[src/rtl/debounce_pkg.sv]
// Shared definitions for the input debouncer: FSM state encoding and
// glitch counter sizing.
package debounce_pkg;

    typedef enum logic {
        STABLE  = 1'b0,
        CONFIRM = 1'b1
    } state_t;

    localparam int                  GLITCH_W   = 8;
    localparam logic [GLITCH_W-1:0] GLITCH_MAX = '1;

endpackage

[src/rtl/sync_ff.sv]
// SYNC_STAGES-deep flop chain that brings an asynchronous level into the
// local clock domain; reusable for any asynchronous single-bit input.
module sync_ff #(
    parameter int   SYNC_STAGES = 2,
    parameter logic RESET_LEVEL = 1'b0
) (
    input  logic in_clock,
    input  logic in_reset,
    input  logic in_data,
    output logic out_data
);

    logic [SYNC_STAGES-1:0] chain;

    // Pure flop-to-flop chain: nothing may sit between stages.
    always_ff @(posedge in_clock) begin
        if (in_reset) begin
            chain <= {SYNC_STAGES{RESET_LEVEL}};
        end else begin
            chain <= {chain[SYNC_STAGES-2:0], in_data};
        end
    end

    assign out_data = chain[SYNC_STAGES-1];

endmodule

[src/rtl/input_debouncer.sv]
// Synchronises a raw level and only accepts a new value after it has held
// for STABLE_CYCLES synchronised cycles. Optional DEBOUNCER_GLITCH_CNT_EN
// adds a saturating count of rejected glitches.
module input_debouncer
    import debounce_pkg::*;
#(
    parameter int   SYNC_STAGES   = 2,
    parameter int   STABLE_CYCLES = 16,
    parameter logic RESET_LEVEL   = 1'b0
) (
    input  logic                in_clock,
    input  logic                in_reset,
    input  logic                in_signal,
`ifdef DEBOUNCER_GLITCH_CNT_EN
    output logic [GLITCH_W-1:0] out_glitch_count,
`endif
    output logic                out_signal,
    output logic                out_busy
);

    localparam int               CNT_W      = $clog2(STABLE_CYCLES + 1);
    localparam logic [CNT_W-1:0] STABLE_MAX = CNT_W'(STABLE_CYCLES);

    logic             sync_q;
    state_t           state;
    logic [CNT_W-1:0] cnt;
    logic [CNT_W-1:0] cnt_inc;

    sync_ff #(
        .SYNC_STAGES (SYNC_STAGES),
        .RESET_LEVEL (RESET_LEVEL)
    ) u_sync (
        .in_clock (in_clock),
        .in_reset (in_reset),
        .in_data  (in_signal),
        .out_data (sync_q)
    );

    assign cnt_inc = cnt + CNT_W'(1);

    // The first differing cycle loads 1, so the accept fires exactly on the
    // STABLE_CYCLES-th consecutive differing cycle.
    always_ff @(posedge in_clock) begin
        if (in_reset) begin
            state      <= STABLE;
            cnt        <= '0;
            out_signal <= RESET_LEVEL;
            out_busy   <= 1'b0;
        end else begin
            case (state)
                STABLE: begin
                    if (sync_q != out_signal) begin
                        if (STABLE_CYCLES == 1) begin
                            out_signal <= ~out_signal;
                        end else begin
                            state    <= CONFIRM;
                            cnt      <= CNT_W'(1);
                            out_busy <= 1'b1;
                        end
                    end
                end
                CONFIRM: begin
                    if (sync_q != out_signal) begin
                        if (cnt_inc == STABLE_MAX) begin
                            out_signal <= ~out_signal;
                            cnt        <= '0;
                            state      <= STABLE;
                            out_busy   <= 1'b0;
                        end else begin
                            cnt <= cnt_inc;
                        end
                    end else begin
                        // Level reverted before confirmation: reject as a glitch.
                        cnt      <= '0;
                        state    <= STABLE;
                        out_busy <= 1'b0;
                    end
                end
                default: begin
                    state    <= STABLE;
                    cnt      <= '0;
                    out_busy <= 1'b0;
                end
            endcase
        end
    end

`ifdef DEBOUNCER_GLITCH_CNT_EN
    logic abort;

    assign abort = (state == CONFIRM) && (sync_q == out_signal);

    always_ff @(posedge in_clock) begin
        if (in_reset) begin
            out_glitch_count <= '0;
        end else if (abort && (out_glitch_count != GLITCH_MAX)) begin
            out_glitch_count <= out_glitch_count + GLITCH_W'(1);
        end
    end
`endif

endmodule

[config.mk]
export PLATFORM = sky130hd
export DESIGN_NAME = input_debouncer
export DESIGN_NICKNAME = d
export VERILOG_FILES = /design/src/rtl/debounce_pkg.sv /design/src/rtl/sync_ff.sv /design/src/rtl/input_debouncer.sv
export SDC_FILE = /design/constraint.sdc
export NUM_CORES = 1
export LEC_CHECK = 0
export CORE_MARGIN = 3
export CORE_UTILIZATION = 35
export DETAILED_ROUTE_END_ITERATION = 12
export GPL_TIMING_DRIVEN = 0
export PLACE_DENSITY_LB_ADDON = 0.3
export SLEW_MARGIN = 20
export SYNTH_ARGS = -nofsm -noshare
export SYNTH_HDL_FRONTEND = slang
export SYNTH_HIERARCHICAL = 1
export SYNTH_SLANG_ARGS = --single-unit
[constraint.sdc]
create_clock -name in_clock -period 1.85 [get_ports in_clock]
set_clock_uncertainty 0.15 [all_clocks]
set_input_delay 0.37 -clock in_clock [delete_from_list [all_inputs] [get_ports in_clock]]
set_output_delay 0.37 -clock in_clock [all_outputs]
set_load 0.02 [all_outputs]
**Word level (Yosys, flattened, before mapping)**

Cells that the tools add are included.

- Multiplexer cells: 12
- Reductions and logical operators: 2
- Eq/ne operators: 4
- Bitwise logic cells: 2
- Add/subtract/negate cells: 1

Operators with widths:

| cell | number |
|---|---|
| $mux W5 | 3 |
| $pmux W5 S2 | 1 |
| $mux W1 | 6 |
| $add A5 B1 Y5 const B | 1 |
| $eq A5 B5 Y1 const B | 1 |
| $pmux W1 S2 | 2 |
| $ne A3 B2 Y1 const B | 1 |
| $reduce_and A3 Y1 | 1 |
| $ne A2 B2 Y1 const B | 1 |
| $not A1 Y1 | 2 |
| $reduce_and A2 Y1 | 1 |
| $ne A1 B1 Y1 | 1 |

- Output and inout port bits: 2
- Register bits after elaboration: 10
- Input port bits: 3
- Word-level logic and storage cells: 26

**Depth between registers and ports, before layout**

Gate-level depths: netlist (run 1).

- Depth after elaboration: 5
- Mapped depth: 5
- Gate-level depth less buffers: 5

**Cells and area by module**

Netlist (run 1), hierarchy kept.

Modules (own cells, without submodules):

| module | times used | seq. area each (um^2) | area each (um^2) | cells an instance |
|---|---|---|---|---|
| input_debouncer | 1 | 160.2 | 412.9 | 47 |
| sync_ff | 1 | 40.0 | 52.6 | 4 |

**Worst setup path before layout (run 1)**

Ideal clock, no wire load.

- Kind: register -> register
- From: register out_signal
- To: register cnt[3]
- Stages on the path, launching flop included: 5
- Clock period less this slack: 1504 ps
- Arrival time: 1284 ps
- Slack: 346 ps
- Library setup time: 70 ps
- Required time: 1630 ps
- Path buffers: 0
- Cells stage by stage: dfxtp_1 > xor2_2 > nand2_1 > or3_1 > a21oi_1

- Cells in the longest elaborated chain, start to end: 3
- Elaborated cells on any way between the ends: 4
- Those cells by class: 2 x eq/ne; 2 x mux

RTL lines:

| element | line | source |
|---|---|---|
| start, declared | input_debouncer.sv:17 | `output logic out_signal,` |
| start signal, assigned | input_debouncer.sv:54 | `out_signal <= ~out_signal;` |
| start signal, assigned | input_debouncer.sv:65 | `out_signal <= ~out_signal;` |
| $ne A1 B1 Y1 * | input_debouncer.sv:52, input_debouncer.sv:63 |  |
| $mux W5 | input_debouncer.sv:63 | `if (sync_q != out_signal) begin` |
| $pmux W5 S2 | input_debouncer.sv:50 | `case (state)` |
| end signal, assigned | input_debouncer.sv:70 | `cnt <= cnt_inc;` |
| end, declared | input_debouncer.sv:26 | `logic [CNT_W-1:0] cnt;` |

Mark *: on every way between the ends. The rest lies on a longest branch, timed or not.
A chain may end at the register's enable or synchronous reset.

**Final worst setup path (run 1)**

- From: register out_busy
- To: output port out_busy

RTL lines:

| element | line | source |
|---|---|---|
| start, declared | input_debouncer.sv:18 | `output logic out_busy` |
| start signal, assigned | input_debouncer.sv:48 | `out_busy <= 1'b0;` |
| start signal, assigned | input_debouncer.sv:58 | `out_busy <= 1'b1;` |
| start signal, assigned | input_debouncer.sv:68 | `out_busy <= 1'b0;` |

No word-level cell between the ends.

==> results.md, run 1 <==
* Status: finished, final reports clean
* Port Buffer Count at 4
* Fin. Hold Viols at 0
* Post-CTS Resized at 1
* Final min period at 1.75 ns
* Vias in the first global route at 344
* First-pass GRT wire length at 1380 um
* Final WL at 771 um
* Total power at 445 uW
* Reg2Reg Setup Slack at 0.32 ns
* Post-Syn Area per Cell at just over 9 um^2
* R2R cell count at 4
* Final setup violation count at 0
* Psw at 93.2 uW
* Period Utilization, post-route at between 90% and 100%
* Slew Viols, Final at 0
* ANT cells at 0
* Switching Share at 21.0%
* CP max FO at 3
* Deepest clock path buffer count at 2
* TritonCTS sink count at 10
* Worst min-delay path category: flip-flop to flip-flop
* Mapped Area at ~470 um^2
* Initial antenna violation count at 0
* HP Start: u_sync/chain[0]
* Wire length per cell at around 11 um
* Gate power share at 5.3%
* Largest net degree at the start of global routing at 11
* Clock transition at the registers of the reported paths at approximately 0.070 ns
* Clock share of power at 44.1%
* Syn_nets at 55
* GRT Resource Usage Total at 10.4%
* CTS Hold Bufs at 0
* Yosys reg bits at 10
* Normalized max-slew margin at 72.0%
* Sequential share of the synthesized area at 43.0%
* 1st-pass router iterations at 4
* Hold Crit Depth at 1
* Routed vias/inst at 5.04
* Arr. time, crit path at 1.23 ns
* Critical path class: flip-flop to output port
* Sequential cell area at between 200 and 250 um^2
* Multi-input logic area at 258 um^2
* Sequential cell fraction of total power at 50.5%
* Crit path launch type: flip-flop
* Distinct cell type count of the synthesized netlist at 26
* Worst Max-Slew Pin Slew at roughly 0.42 ns
* FP Rows at 12
* H-tree levels at 1
* Gp weighted congestion at 0.736
* I/O pin cnt at 5
* Fmax at 570 MHz
* CP endpoint kind: output port
* Root buffer cell: clkbuf_4
* VDD IR max at 543 uV
* Internal Power at 351 uW
* Fillers at 117
* Hold Path End: u_sync/chain[1]
* Most common cell after layout, fill and taps aside: dfxtp_1
* Die H at about 42 um
* Pwr Density at ~800 mW/mm^2
* Cell Chain, Critical Path: clkdlybuf4s50_1
* Leak Pwr at 0.000200 uW
* Critical path's slowest cell: clkdlybuf4s50_1
* Req. time, crit path at 1.33 ns
* Number of CTS-inserted buffers at 3
* Layout area overhead at 19.9%
* Antenna Nets Post-Route at 0
* Nets@finish at 64
* Worst path max stage delay at 0.61 ns
* Via count at 368
* Die area at 0.00180 mm^2
* Reg2reg end: cnt[0]
* Final routed DRC violation total at 0
* Fraction of layout cells with a size suffix above 1 at a little over an eighth
* Starting DRT DRC Count at 10
* Most frequent cells in the layout: dfxtp_1 (10), nor2_1 (4), nand2_1 (4)
* MaxCap Viol Count at 0
* Grt total ovfl at 0
* Initial Utilization at 39.7%
* Die width at 42.5 um
* Syn Inst Count at 51
* Post-DP HPWL at 598 um
* Total Neg Setup Slack at 0 ns
* Delay-heaviest family, CP: buffers and inverters
* Clk_lat worst skew at 0.27 ns
* Synth warnings at 6
* Core area at 0.00117 mm^2
* RSZ-0062 raised after global routing: false
* Worst Path Buf+Inv at 1
* Postcts setup bufs at 0
* CTS tree: yes
* Reg2reg start: cnt[3]
==> kinds of logic (layout without fill, tap and decap cells) <==
family                   Yosys count  count (layout)  share of synthesized area [%]
adder cells (fa/ha/maj)            1               1                           2.69
multiplexers                       2               2                           4.30
buffers and inverters              2              10                           1.61
flip-flops                        10              10                           43.0
XOR/XNOR                           2               2                           5.38
AND/OR/NAND/NOR                   22              22                           26.3
AO/OA/AOI/OAI                     12              12                           16.7
==> cell type report <==
type / instances / share of cell area (%)
inverter: 1 / 0.673
sequential: 10 / 35.9
buffer: 1 / 0.673
tap: 14 / 3.14
clock buffer: 4 / 6.50
multi-input combinational: 39 / 46.2
timing repair buffer: 4 / 6.95
==> power by group through the flow <==
stage               Clock (uW)  Sequential [uW]  Combinational [uW]
global placement             0              230                23.6
finish                     196              225                23.7
CTS                        204              225                24.0
detailed placement           0              230                24.0
floorplan                    0              230                12.3
global route               216              225                26.4
==> through the flow <==
stage / cells / cell area, um^2 / hold slack (ns) / worst slack (ns) / utilization, %
after CTS: 73 / 558 / 0.302 / 0.0850 / 47.6
after global placement: 69 / 523 / 0.297 / 0.134 / 44.7
final: 73 / 558 / 0.297 / 0.0964 / 47.6
after global routing: 73 / 558 / 0.305 / 0.0480 / 47.6
after floorplan: 51 / 465 / 0.264 / 0.346 / -
after detailed placement: 69 / 523 / 0.287 / 0.110 / 44.7
==> sequential cells by signal, indices dropped and copies added, names as in the netlist <==
register and flops:
state 1, u_sync/chain 2, cnt 5, out_busy 1, out_signal 1
==> synthesized netlist by cell type <==
cell / n / area share [%]
nand3b_1: 2 / 3.2
a2111oi_0: 1 / 1.9
xor2_2: 1 / 3.5
ha_1: 1 / 2.7
o211ai_1: 1 / 1.6
mux2i_1: 2 / 4.3
nor2_1: 4 / 3.2
xnor2_1: 1 / 1.9
o21ai_0: 3 / 3.2
a21oi_1: 3 / 3.2
a2bb2oi_1: 1 / 1.9
or3_1: 1 / 1.3
or2b_1: 1 / 1.6
nor3_1: 3 / 3.2
and2b_2: 2 / 3.8
dfxtp_1: 10 / 43
nand3_1: 1 / 1.1
and3_2: 1 / 1.6
inv_1: 1 / 0.81
nand2_1: 4 / 3.2
o31ai_1: 1 / 1.6
a22oi_1: 1 / 1.6
nand2b_1: 1 / 1.3
buf_1: 1 / 0.81
nor2b_1: 2 / 2.7
o21bai_1: 1 / 1.6
==> routing by layer <==
metal  global-route usage (%)  share of wire [%]  up-vias
met5                        0                  0        -
met4                     5.59                1.3        0
met3                     6.44                3.6        2
met2                     15.2                 46        6
met1                     11.6                 49      164
li1                         -                  -      196
==> worst max path at each step <==
| stage | startpoint | endpoint | slack [ns] | depth (start not counted) |
|---|---|---|---|---|
| 2_1_floorplan | out_signal | cnt[3] | 0.35 | 4 |
| 3_3_place_gp | in_reset | out_signal | 0.13 | 4 |
| 3_5_place_dp | in_reset | cnt[0] | 0.11 | 3 |
| 4_1_cts | out_busy | out_busy | 0.09 | 1 |
| 5_1_grt | out_busy | out_busy | 0.05 | 1 |
| 6_report | out_busy | out_busy | 0.1 | 1 |
Note: power is estimated with default switching activity, not from simulation.
==> inputs of run 2 (changes only) <==
--- a/config.mk
+++ b/config.mk
@@ -8,7 +8,7 @@
 export CORE_MARGIN = 3
 export CORE_UTILIZATION = 35
 export DETAILED_ROUTE_END_ITERATION = 12
-export GPL_TIMING_DRIVEN = 0
+export GPL_ROUTABILITY_DRIVEN = 0
 export PLACE_DENSITY_LB_ADDON = 0.3
 export SLEW_MARGIN = 20
 export SYNTH_ARGS = -nofsm -noshare
==> results.md, run 2 (same netlist as run 1, synthesis figures left out) <==
* Final min period at 1.74 ns (-0.0168 ns)
* Top reg by flops: cnt
* GRT Resource Usage Total at 11.1% (+0.69 points)
* Total Neg Setup Slack at 0 ns (unchanged)
* Pwr Density at 725 mW/mm^2 (-8.9%)
* Fin cells at 71 (-2.7%)
* Slew Viols, Final at 0 (unchanged)
* Fin util at 46.2% (-1.5 points)
* Req. time, crit path at 1.33 ns (about the same)
* Period Utilization, post-route at 93.9% (-0.91 points)
* Via count at 389 (+5.7%)
* CP endpoint kind: output port
* Most common cell after layout, fill and taps aside: dfxtp_1
* Arr. time, crit path at 1.22 ns (about the same)
* Switching Share at 21.8% (+0.83 points)
* Final hold slack at 0.299 ns (+0.00244 ns)
* Worst Path Buf+Inv at 1 (unchanged)
* Internal Power at 307 uW (-13%)
* H-tree levels at 1 (unchanged)
* First-pass GRT wire length at 1470 um (+6.4%)
* Clock transition at the registers of the reported paths at 0.06 ns (about the same)
* Max FFs per register at 5 (unchanged)
* Grt total ovfl at 0 (unchanged)
* Port Buffer Count at 4 (unchanged)
* Clock share of power at 36.7% (-7.4 points)
* ANT cells at 0 (unchanged)
* Layout area overhead at 16.1%
* Top flop regs: cnt x5, u_sync/chain x2
* Worst Max-Slew Pin Slew at 0.398 ns (-0.0188 ns)
* Clk_lat worst skew at 0.26 ns (about the same)
* Critical path class: flip-flop to output port
* Total power at 392 uW (-12%)
* Die area at 0.00180 mm^2 (unchanged)
* Nets@finish at 63 (-1.6%)
* Starting DRT DRC Count at 3 (-7)
* Die H at 42.5 um (unchanged)
* Fraction of layout cells with a size suffix above 1 at 12.3% (-1.3 points)
* VDD IR max at 308 uV (-43%)
* Number of CTS-inserted buffers at 3 (unchanged)
* Die width at 42.5 um (unchanged)
* Vias in the first global route at 362 (+5.2%)
* Final setup violation count at 0 (unchanged)
* Initial antenna violation count at 0 (unchanged)
* Deepest clock path buffer count at 2 (unchanged)
* Fmax at 576 MHz (+0.97%)
* Root buffer cell: clkbuf_4
* Wire length per cell at 12.0 um (+14%)
* Routed vias/inst at 5.48 (+8.7%)
* Initial Utilization at 39.7% (unchanged)
* FP Rows at 12 (unchanged)
* Worst min-delay path category: flip-flop to flip-flop
* I/O pin cnt at 5 (unchanged)
* CTS tree: yes
* Antenna Nets Post-Route at 0 (unchanged)
* CP max FO at 3 (unchanged)
* Status: finished, final reports clean
* Most frequent cells in the layout: dfxtp_1 (10), nor2_1 (4), nand2_1 (4)
* Final routed DRC violation total at 0 (unchanged)
* Largest net degree at the start of global routing at 13 (+2)
* Worst path max stage delay at 0.61 ns (about the same)
* Gate power share at 6.0% (+0.7 points)
* Core area at 0.00117 mm^2 (unchanged)
* Final WL at 854 um (+11%)
* CTS Hold Bufs at 0 (unchanged)
* Cell Chain, Critical Path: clkdlybuf4s50_1
* MaxCap Viol Count at 0 (unchanged)
* RSZ-0062 raised after global routing: false
* 1st-pass router iterations at 4 (unchanged)
* Crit path launch type: flip-flop
* Sequential cell fraction of total power at 57.4% (+6.9 points)
* Post-Place Cells at 68 (-1.4%)
* TritonCTS sink count at 10 (unchanged)
* Normalized max-slew margin at 73.3% (+1.3 points)
* Leak Pwr at 0.000192 uW (-4.2%)
* Psw at 85.4 uW (-8.3%)
* Critical path's slowest cell: clkdlybuf4s50_1
* Delay-heaviest family, CP: buffers and inverters
* Fin. Hold Viols at 0 (unchanged)
* Post-DP HPWL at 648 um (+8.5%)
[run 2: per-stage QoR]
stage / setup slack (ns) / instance area (um^2)
after detailed placement: 0.170 / 519
after CTS: 0.0977 / 541
after global placement: 0.236 / 519
after floorplan: 0.346 / 465
after global routing: 0.0660 / 541
final: 0.113 / 541
[run 2: power groups by stage]
stage          clock network (uW)  registers (uW)  logic, uW
3_3_place_gp                    0             230       22.9
4_1_cts                       149             225       23.5
3_5_place_dp                    0             230       23.5
5_1_grt                       162             225       25.5
6_report                      144             225       23.3
2_1_floorplan                   0             230       12.3
[run 2: final cells by class]
class	count	area (um^2)
Clock buffer	3	22.5
Fill cell	124	631
Inverter	1	3.75
Multi-Input combinational cell	39	258
Sequential cell	10	200
Tap cell	14	17.5
Timing Repair Buffer	4	38.8
[run 2: metal layers]
| layer | track usage (%) | share of wire [%] |
|---|---|---|
| met4 | 7.45 | 2.7 |
| met3 | 5.15 | 4.8 |
| met2 | 17.9 | 49 |
| met1 | 11.3 | 43 |
| met5 | 0 | 0 |
[run 2: worst paths after layout]
kind              startpoint  slack [ns]  depth (start not counted)              end
min reg2reg  u_sync/chain[0]        0.30                          1  u_sync/chain[1]
max reg2reg           cnt[4]        0.29                          4           cnt[0]
max                 out_busy        0.11                          1         out_busy
min          u_sync/chain[0]        0.30                          1  u_sync/chain[1]
[run 2: timing repair]
action / in CTS / in global routing
buffers inserted: 0 / 0
setup endpoints to repair: 1 / 0
resized for setup: 1 / 0
